--- config.mk ---
export PLATFORM = sky130hd
export DESIGN_NAME = pc_fetch_controller
export DESIGN_NICKNAME = d
export VERILOG_FILES = /design/src/rtl/pc_fetch_controller.sv
export SDC_FILE = /design/constraint.sdc
export NUM_CORES = 1
export LEC_CHECK = 0
export CAP_MARGIN = 20
export CORE_MARGIN = 2
export CORE_UTILIZATION = 25
export CTS_CLUSTER_SIZE = 24
export DETAILED_ROUTE_END_ITERATION = 6
export RECOVER_POWER = 25
export SETUP_SLACK_MARGIN = 0.02
export SLEW_MARGIN = 20
export SYNTH_ARGS = -nofsm -noshare
export SYNTH_HDL_FRONTEND = slang
export SYNTH_SLANG_ARGS = --single-unit
--- constraint.sdc ---
create_clock -name clk -period 6.4 [get_ports clk]
set_clock_uncertainty 0.15 [all_clocks]
set_input_delay 1.28 -clock clk [delete_from_list [all_inputs] [get_ports clk]]
set_output_delay 1.28 -clock clk [all_outputs]
set_load 0.05 [all_outputs]
--- src/rtl/pc_fetch_controller.sv ---
// Front-end sequencer for the 64-bit PC unit: chooses advance/hold/redirect each cycle
// and drives IF/ID write/flush and ID/EX bubble for hazards, stalls, branches and halt.
module pc_fetch_controller #(
    parameter int unsigned ADDR_W = 64,
    parameter int unsigned REG_W  = 5,
    parameter int unsigned CNT_W  = 32
) (
    input  logic              clk,
    input  logic              reset,
    input  logic              imem_ready,
    input  logic              dmem_busy,
    input  logic [REG_W-1:0]  id_rs1,
    input  logic [REG_W-1:0]  id_rs2,
    input  logic              id_use_rs1,
    input  logic              id_use_rs2,
    input  logic              ex_mem_read,
    input  logic [REG_W-1:0]  ex_rd,
    input  logic              ex_branch_taken,
    input  logic [ADDR_W-1:0] ex_branch_target,
    input  logic              id_halt,
    output logic              pc_write,
    output logic              pc_branch_taken,
    output logic [ADDR_W-1:0] pc_branch_target,
    output logic              ifid_write,
    output logic              ifid_flush,
    output logic              idex_bubble,
    output logic              halted,
    output logic [CNT_W-1:0]  stall_cycles,
    output logic [CNT_W-1:0]  redirect_count
);

    typedef enum logic [1:0] {
        RUN           = 2'd0,
        PEND_REDIRECT = 2'd1,
        HALTED        = 2'd2
    } state_e;

    state_e            state_q, state_d;
    logic [ADDR_W-1:0] target_q, target_d;
    logic [CNT_W-1:0]  stall_q, stall_d;
    logic [CNT_W-1:0]  redir_q, redir_d;
    logic              lu_c;

    assign lu_c = ex_mem_read & (ex_rd != '0) &
                  ((id_use_rs1 & (ex_rd == id_rs1)) | (id_use_rs2 & (ex_rd == id_rs2)));

    assign stall_cycles   = stall_q;
    assign redirect_count = redir_q;

    // State, pending target and performance counters
    always_ff @(posedge clk or negedge reset) begin
        if (!reset) begin
            state_q  <= RUN;
            target_q <= '0;
            stall_q  <= '0;
            redir_q  <= '0;
        end else begin
            state_q  <= state_d;
            target_q <= target_d;
            stall_q  <= stall_d;
            redir_q  <= redir_d;
        end
    end

    // Next state, control outputs and counter updates
    always_comb begin
        state_d          = state_q;
        target_d         = target_q;
        pc_write         = 1'b0;
        pc_branch_taken  = 1'b0;
        pc_branch_target = '0;
        ifid_write       = 1'b0;
        ifid_flush       = 1'b0;
        idex_bubble      = 1'b0;
        halted           = 1'b0;

        case (state_q)
            RUN: begin
                if (dmem_busy) begin
                    // front end frozen; a held branch is applied once MEM frees up
                end else if (ex_branch_taken && imem_ready) begin
                    pc_write         = 1'b1;
                    pc_branch_taken  = 1'b1;
                    pc_branch_target = ex_branch_target;
                    ifid_flush       = 1'b1;
                    idex_bubble      = 1'b1;
                end else if (ex_branch_taken) begin
                    target_d    = ex_branch_target;
                    ifid_flush  = 1'b1;
                    idex_bubble = 1'b1;
                    state_d     = PEND_REDIRECT;
                end else if (lu_c) begin
                    idex_bubble = 1'b1;
                end else if (id_halt) begin
                    idex_bubble = 1'b1;
                    state_d     = HALTED;
                end else begin
                    pc_write   = imem_ready;
                    ifid_write = imem_ready;
                    ifid_flush = ~imem_ready;
                end
            end
            PEND_REDIRECT: begin
                ifid_flush  = 1'b1;
                idex_bubble = 1'b1;
                if (imem_ready) begin
                    pc_write         = 1'b1;
                    pc_branch_taken  = 1'b1;
                    pc_branch_target = target_q;
                    target_d         = '0;
                    state_d          = RUN;
                end
            end
            HALTED: begin
                idex_bubble = 1'b1;
                halted      = 1'b1;
            end
            default: state_d = RUN;
        endcase

        if (!reset) begin
            pc_write         = 1'b0;
            pc_branch_taken  = 1'b0;
            pc_branch_target = '0;
            ifid_write       = 1'b0;
            ifid_flush       = 1'b0;
            idex_bubble      = 1'b0;
            halted           = 1'b0;
        end

        stall_d = stall_q;
        if (!pc_write && !halted && (stall_q != '1)) begin
            stall_d = stall_q + CNT_W'(1);
        end
        redir_d = redir_q;
        if (pc_branch_taken && (redir_q != '1)) begin
            redir_d = redir_q + CNT_W'(1);
        end
    end

endmodule

After elaboration in Yosys (flattened, before gate mapping) --
Index checks and enable logic that the tools add are counted.
Word-level totals: latch bits 0, input bits 88, output and inout bits 134, bits in writable memories 0, flip-flop bits (word level) 130, memories kept 0, ROM bits 0
Operators by class: divide/modulo/power cells 0, magnitude comparators 0, add/subtract/negate cells 2, multipliers 0, bitwise logic cells 7, reduce and logical (&&, ||, !) cells 12, shift operators 0, equal/unequal tests 12, mux-type cells 49
Operators with widths (count):
- 64-bit two-way mux | 8
- 64-bit case mux with 2 select lines | 2
- 32-bit by 1-bit adder with 32-bit output, second input constant | 2
- 32-bit != test, second input constant | 2
- 1-bit two-way mux | 28
- 2-bit two-way mux | 6
- 5-bit equality test | 2
- 2-bit != test, second input constant | 4
- 1-bit case mux with 2 select lines | 4
- 3-bit != test, second input constant | 2
- 2-bit case mux with 3 select lines | 1
- 6-bit AND reduction | 1
- 5-bit AND reduction | 1
- 5-bit nonzero test | 1
- 1-bit bitwise AND | 4
- 1-bit logical AND | 4
- 2-bit by 1-bit equality test with 1-bit output, second input constant | 1
- 2-bit equality test, second input constant | 1
- 1-bit logical NOT | 2
- 2-bit logical NOT | 1
- 1-bit inverter | 2
- 2-bit nonzero test | 1
- 2-bit OR reduction | 1
- 1-bit bitwise OR | 1

Logic depth before layout (Yosys ltp) --
depth after elaboration 13, depth in mapped cells 11

Worst setup path after synthesis --
Ideal clock, no wire load.
path kind input port to output port, start input ex_rd[1], end output ifid_write, data required time 4.970 ns, setup slack 1.575 ns, arrival time 3.395 ns, cell stages on the path 6, cells stage by stage or4_1 o21ai_0 inv_1 and2_1 or2_1 nor3_1
Between the ends: word-level cells in the longest chain between the ends 10
RTL lines:
- start, declared | RTL line 17 | input logic [REG_W-1:0] ex_rd,
- 5-bit equality test | RTL line 45 | ((id_use_rs1 & (ex_rd == id_rs1)) | (id_use_rs2 & (ex_rd == id_rs2)));
- 1-bit bitwise AND | RTL line 45
- 1-bit bitwise OR | RTL line 45
- 1-bit bitwise AND (*) | RTL line 44 | assign lu_c = ex_mem_read & (ex_rd != '0) &
- 1-bit two-way mux (*) | RTL line 92 | end else if (lu_c) begin
- 1-bit two-way mux (*) | RTL line 87 | end else if (ex_branch_taken) begin
- 1-bit two-way mux (*) | RTL line 81 | end else if (ex_branch_taken && imem_ready) begin
- 1-bit two-way mux (*) | RTL line 79 | if (dmem_busy) begin
- 1-bit two-way mux (*) | RTL line 77 | case (state_q)
- 1-bit two-way mux (*) | RTL line 121 | if (!reset) begin
- end, declared | RTL line 24 | output logic ifid_write,
Every way passes the cells marked *; elsewhere a longest branch is shown, timed or not.

Worst setup path in the final report --
start input ex_rd[1], end output ifid_flush
Between the ends: word-level cells in the longest chain between the ends 10
RTL lines:
- 5-bit equality test | RTL line 45
- 1-bit bitwise AND | RTL line 45
- 1-bit bitwise OR | RTL line 45
- 1-bit bitwise AND (*) | RTL line 44
- 1-bit two-way mux (*) | RTL line 92
- 1-bit two-way mux (*) | RTL line 87
- 1-bit two-way mux (*) | RTL line 81
- 1-bit two-way mux (*) | RTL line 79
- 1-bit case mux with 2 select lines (*) | RTL line 77
- 1-bit two-way mux (*) | RTL line 121
- end, declared | RTL line 25 | output logic ifid_flush,
Marks and branches as above.

==> impl_metrics.yaml <==
critical_path:
  required_ns: 4.97
  crit_path_end_kind: "output pin"
  worstReg2RegStart: "state_q[0]"
  reg2reg_depth: 9
  rrSetupSlack_ns: 3.44
  critPathMaxFanout: 3
  cp.arrival_ns: 4.09
  worstSetupPathType: "input pin to output pin"
  rr_endpoint: "stall_cycles[14]"
  start_kind: "input pin"
routing:
  remaining_drc_errors: 0
  vias: 6038
  via_per_inst: 4.60
  first_pass_iters: 7
  wl_mm: 19.6
  postRouteAntennaNets: 0
  wire_per_inst_um: 14.9
  first_iter_violations: 371
yosys:
  ys_ff_latch: 130
  yosysUniqueCellTypes: 44
  syn-instance-count: 755
  syn-num-nets: 849
  synth_commonest_cells: "130 x dfrtp_1, 88 x nand2_1, 81 x nor2_1, 68 x nand2b_1, 68 x o21ai_0"
  synth_ff_type: "dfrtp_1"
  ys_seq_area_share_pct: 47.0
  post-synth-top-count-cell: "dfrtp_1"
  synth_edf_count: 0
  yosys.area.top_type: "dfrtp_1"
  ys_warn_count: 0
  netlist.area_leader.share_pct: 47.0
  synth_area_leaders: "dfrtp_1 47%, a22oi_1 7.1%, xnor2_1 6.2%"
  async_reset_ff_share_pct: 100
  syn_avg_cell_area_um2: 9.16
  netlist_area_um2: 6920
clocking:
  hold_buffers: 0
  cts.sinks: 130
  cts.path.max_buffers: 2
  cts_resized: 0
  clk_pin_slew_worst_paths_ns: 0.05
  cts_inserted_buffers: 17
  cts_tree: "yes"
  cts_root_buf: "clkbuf_16"
  htreeDepth: 4
  cts_setup_buffers: 0
  clk_latency_ns: 0.41
floorplanning:
  die_h_um: 170
  initial_core_util_pct: 25.6
  die_area_um2: 29000
  core_area_um2: 27000
  rows: 60
  io_pins: 222
  chipWidth_um: 170
timing:
  fin_crit_sh_pct: 86.3
  slew_viol_final: 49
  setup_ws_ns: 0.875
  post-route-min-period_ns: 5.52
  fin_setup_tns_ns: 0
  maxSlewHeadroom_pct: -72.5
  tightest_slew_ns: 2.59
  whs_ns: 0.328
  setup_viol: 0
  rsz0062_at_grt: "no"
  hold_viol_final: 0
  fmax_ghz: 0.181
cells_and_area:
  areaGrowthSynthToFinish_pct: 45.3
  fillers: 2751
  multi_input_area_um2: 3460
  drive_above_1_share_pct: 6.49
  fin_area_um2: 10000
  diodes: 0
  layout.cells.non_filler: 1312
  regArea_um2: 3250
  fin_nets: 1053
worst_hold_path:
  holdPathEnd: "target_q[59]"
  worst_hold_startpoint: "target_q[59]"
  hold_path.class: "register to register"
  whs_path_depth: 2
place:
  gp_congestion: 0.782
  dp.cells: 1280
  placed_cell_area_um2: 9470
  io_buffer_count: 221
  dp_hpwl_mm: 13.3
  preCtsSetupSlack_ns: 0.886
grt:
  grt_max_degree: 129
  antenna_found_initial: 0
  grt_pass1_wl_mm: 31.7
  grt_pass1_vias: 6013
  overflow: 0
  grtUsageTotal_pct: 13.6
pwr:
  ir_drop_uv: 138
  p_leak_nw: 4.01
  p_per_area_nw_per_um2: 332
outcome:
  violations: "max-capacitance violations, max-slew violations"
  outcome: "complete, but fails checks"
job:
  maxCapViolCount: 1
state kept, by name, indices dropped and copies added, names as in the netlist:
signal          count
target_q           64
redirect_count     32
stall_cycles       32
state_q             2
layout by cell type, fill, tap and decap left out, types with 5 or more instances in the layout:
cell type / n
xor2_1: 22
clkdlybuf4s50_1: 220
dfrtp_1: 130
ha_1: 5
xnor2_1: 49
nand4_1: 27
a22oi_1: 64
nand2b_1: 68
inv_1: 8
nand3_1: 24
clkinvlp_4: 5
and4_1: 5
buf_4: 6
clkbuf_16: 17
a21oi_1: 5
o21ai_0: 68
nor2_1: 81
nor3_1: 9
nand2_1: 88
and3_1: 17
worst max-delay path: stages:
cell	delay, ns
clkdlybuf4s50_1	0.46
or4_1	0.55
o21ai_0	0.17
inv_1	0.07
and2_1	0.16
or2_1	0.23
o21ai_0	0.17
o211a_1	0.18
clkdlybuf4s50_1	0.83
per-stage QoR:
stage | util, % | power, mW
6_report | 37.2 | 3.33
3_5_place_dp | 35.0 | 2.42
2_1_floorplan | - | 2.01
3_3_place_gp | 35.0 | 2.40
4_1_cts | 37.1 | 3.39
5_1_grt | 37.2 | 3.56
worst max-delay path by stage:
stage	from	end	slack, ns	cells past startpoint
floorplan	ex_rd[1]	ifid_write	1.58	6
global placement	imem_ready	pc_branch_target[0]	0.88	6
detailed placement	imem_ready	pc_branch_target[25]	0.89	6
CTS	imem_ready	pc_branch_target[25]	0.88	6
global route	ex_rd[1]	ifid_flush	0.77	9
finish	ex_rd[1]	ifid_flush	0.88	9
area by class of cell:
cell class	count	share of cell area [%]
Multi-Input combinational cell	570	34.4
Sequential cell	130	32.4
Tap cell	341	4.25
Timing Repair Buffer	231	22.9
Inverter	9	0.336
Clock inverter	11	1.03
Clock buffer	20	4.64
layer usage:
metal / wire [um] / share of wire [%] / up-vias / track usage [%]
met5: 0 / 0 / - / 0
met3: 974 / 5.0 / 12 / 3.65
met1: 9210 / 47 / 2869 / 17.8
li1: - / - / 3010 / -
met4: 222 / 1.1 / 0 / 3.57
met2: 9200 / 47 / 147 / 22.3
logic make-up after synthesis:
group                      share of synthesized area [%]
AOI/OAI and AO/OA                                   13.8
muxes                                              0.326
buffers and inverters                               3.26
DFF                                                 47.0
adders and majority gates                           1.09
xor gates and xnor gates                            8.99
and+or+nand+nor                                     25.5
power by group:
| part | internal (mW) | total, mW | switching (mW) |
|---|---|---|---|
| clock network | 0.565 | 0.942 | 0.377 |
| logic | 0.453 | 1.21 | 0.758 |
| registers | 1.03 | 1.18 | 0.148 |
| total | 2.05 | 3.33 | 1.28 |
Note: power is estimated with default switching activity, not from simulation.
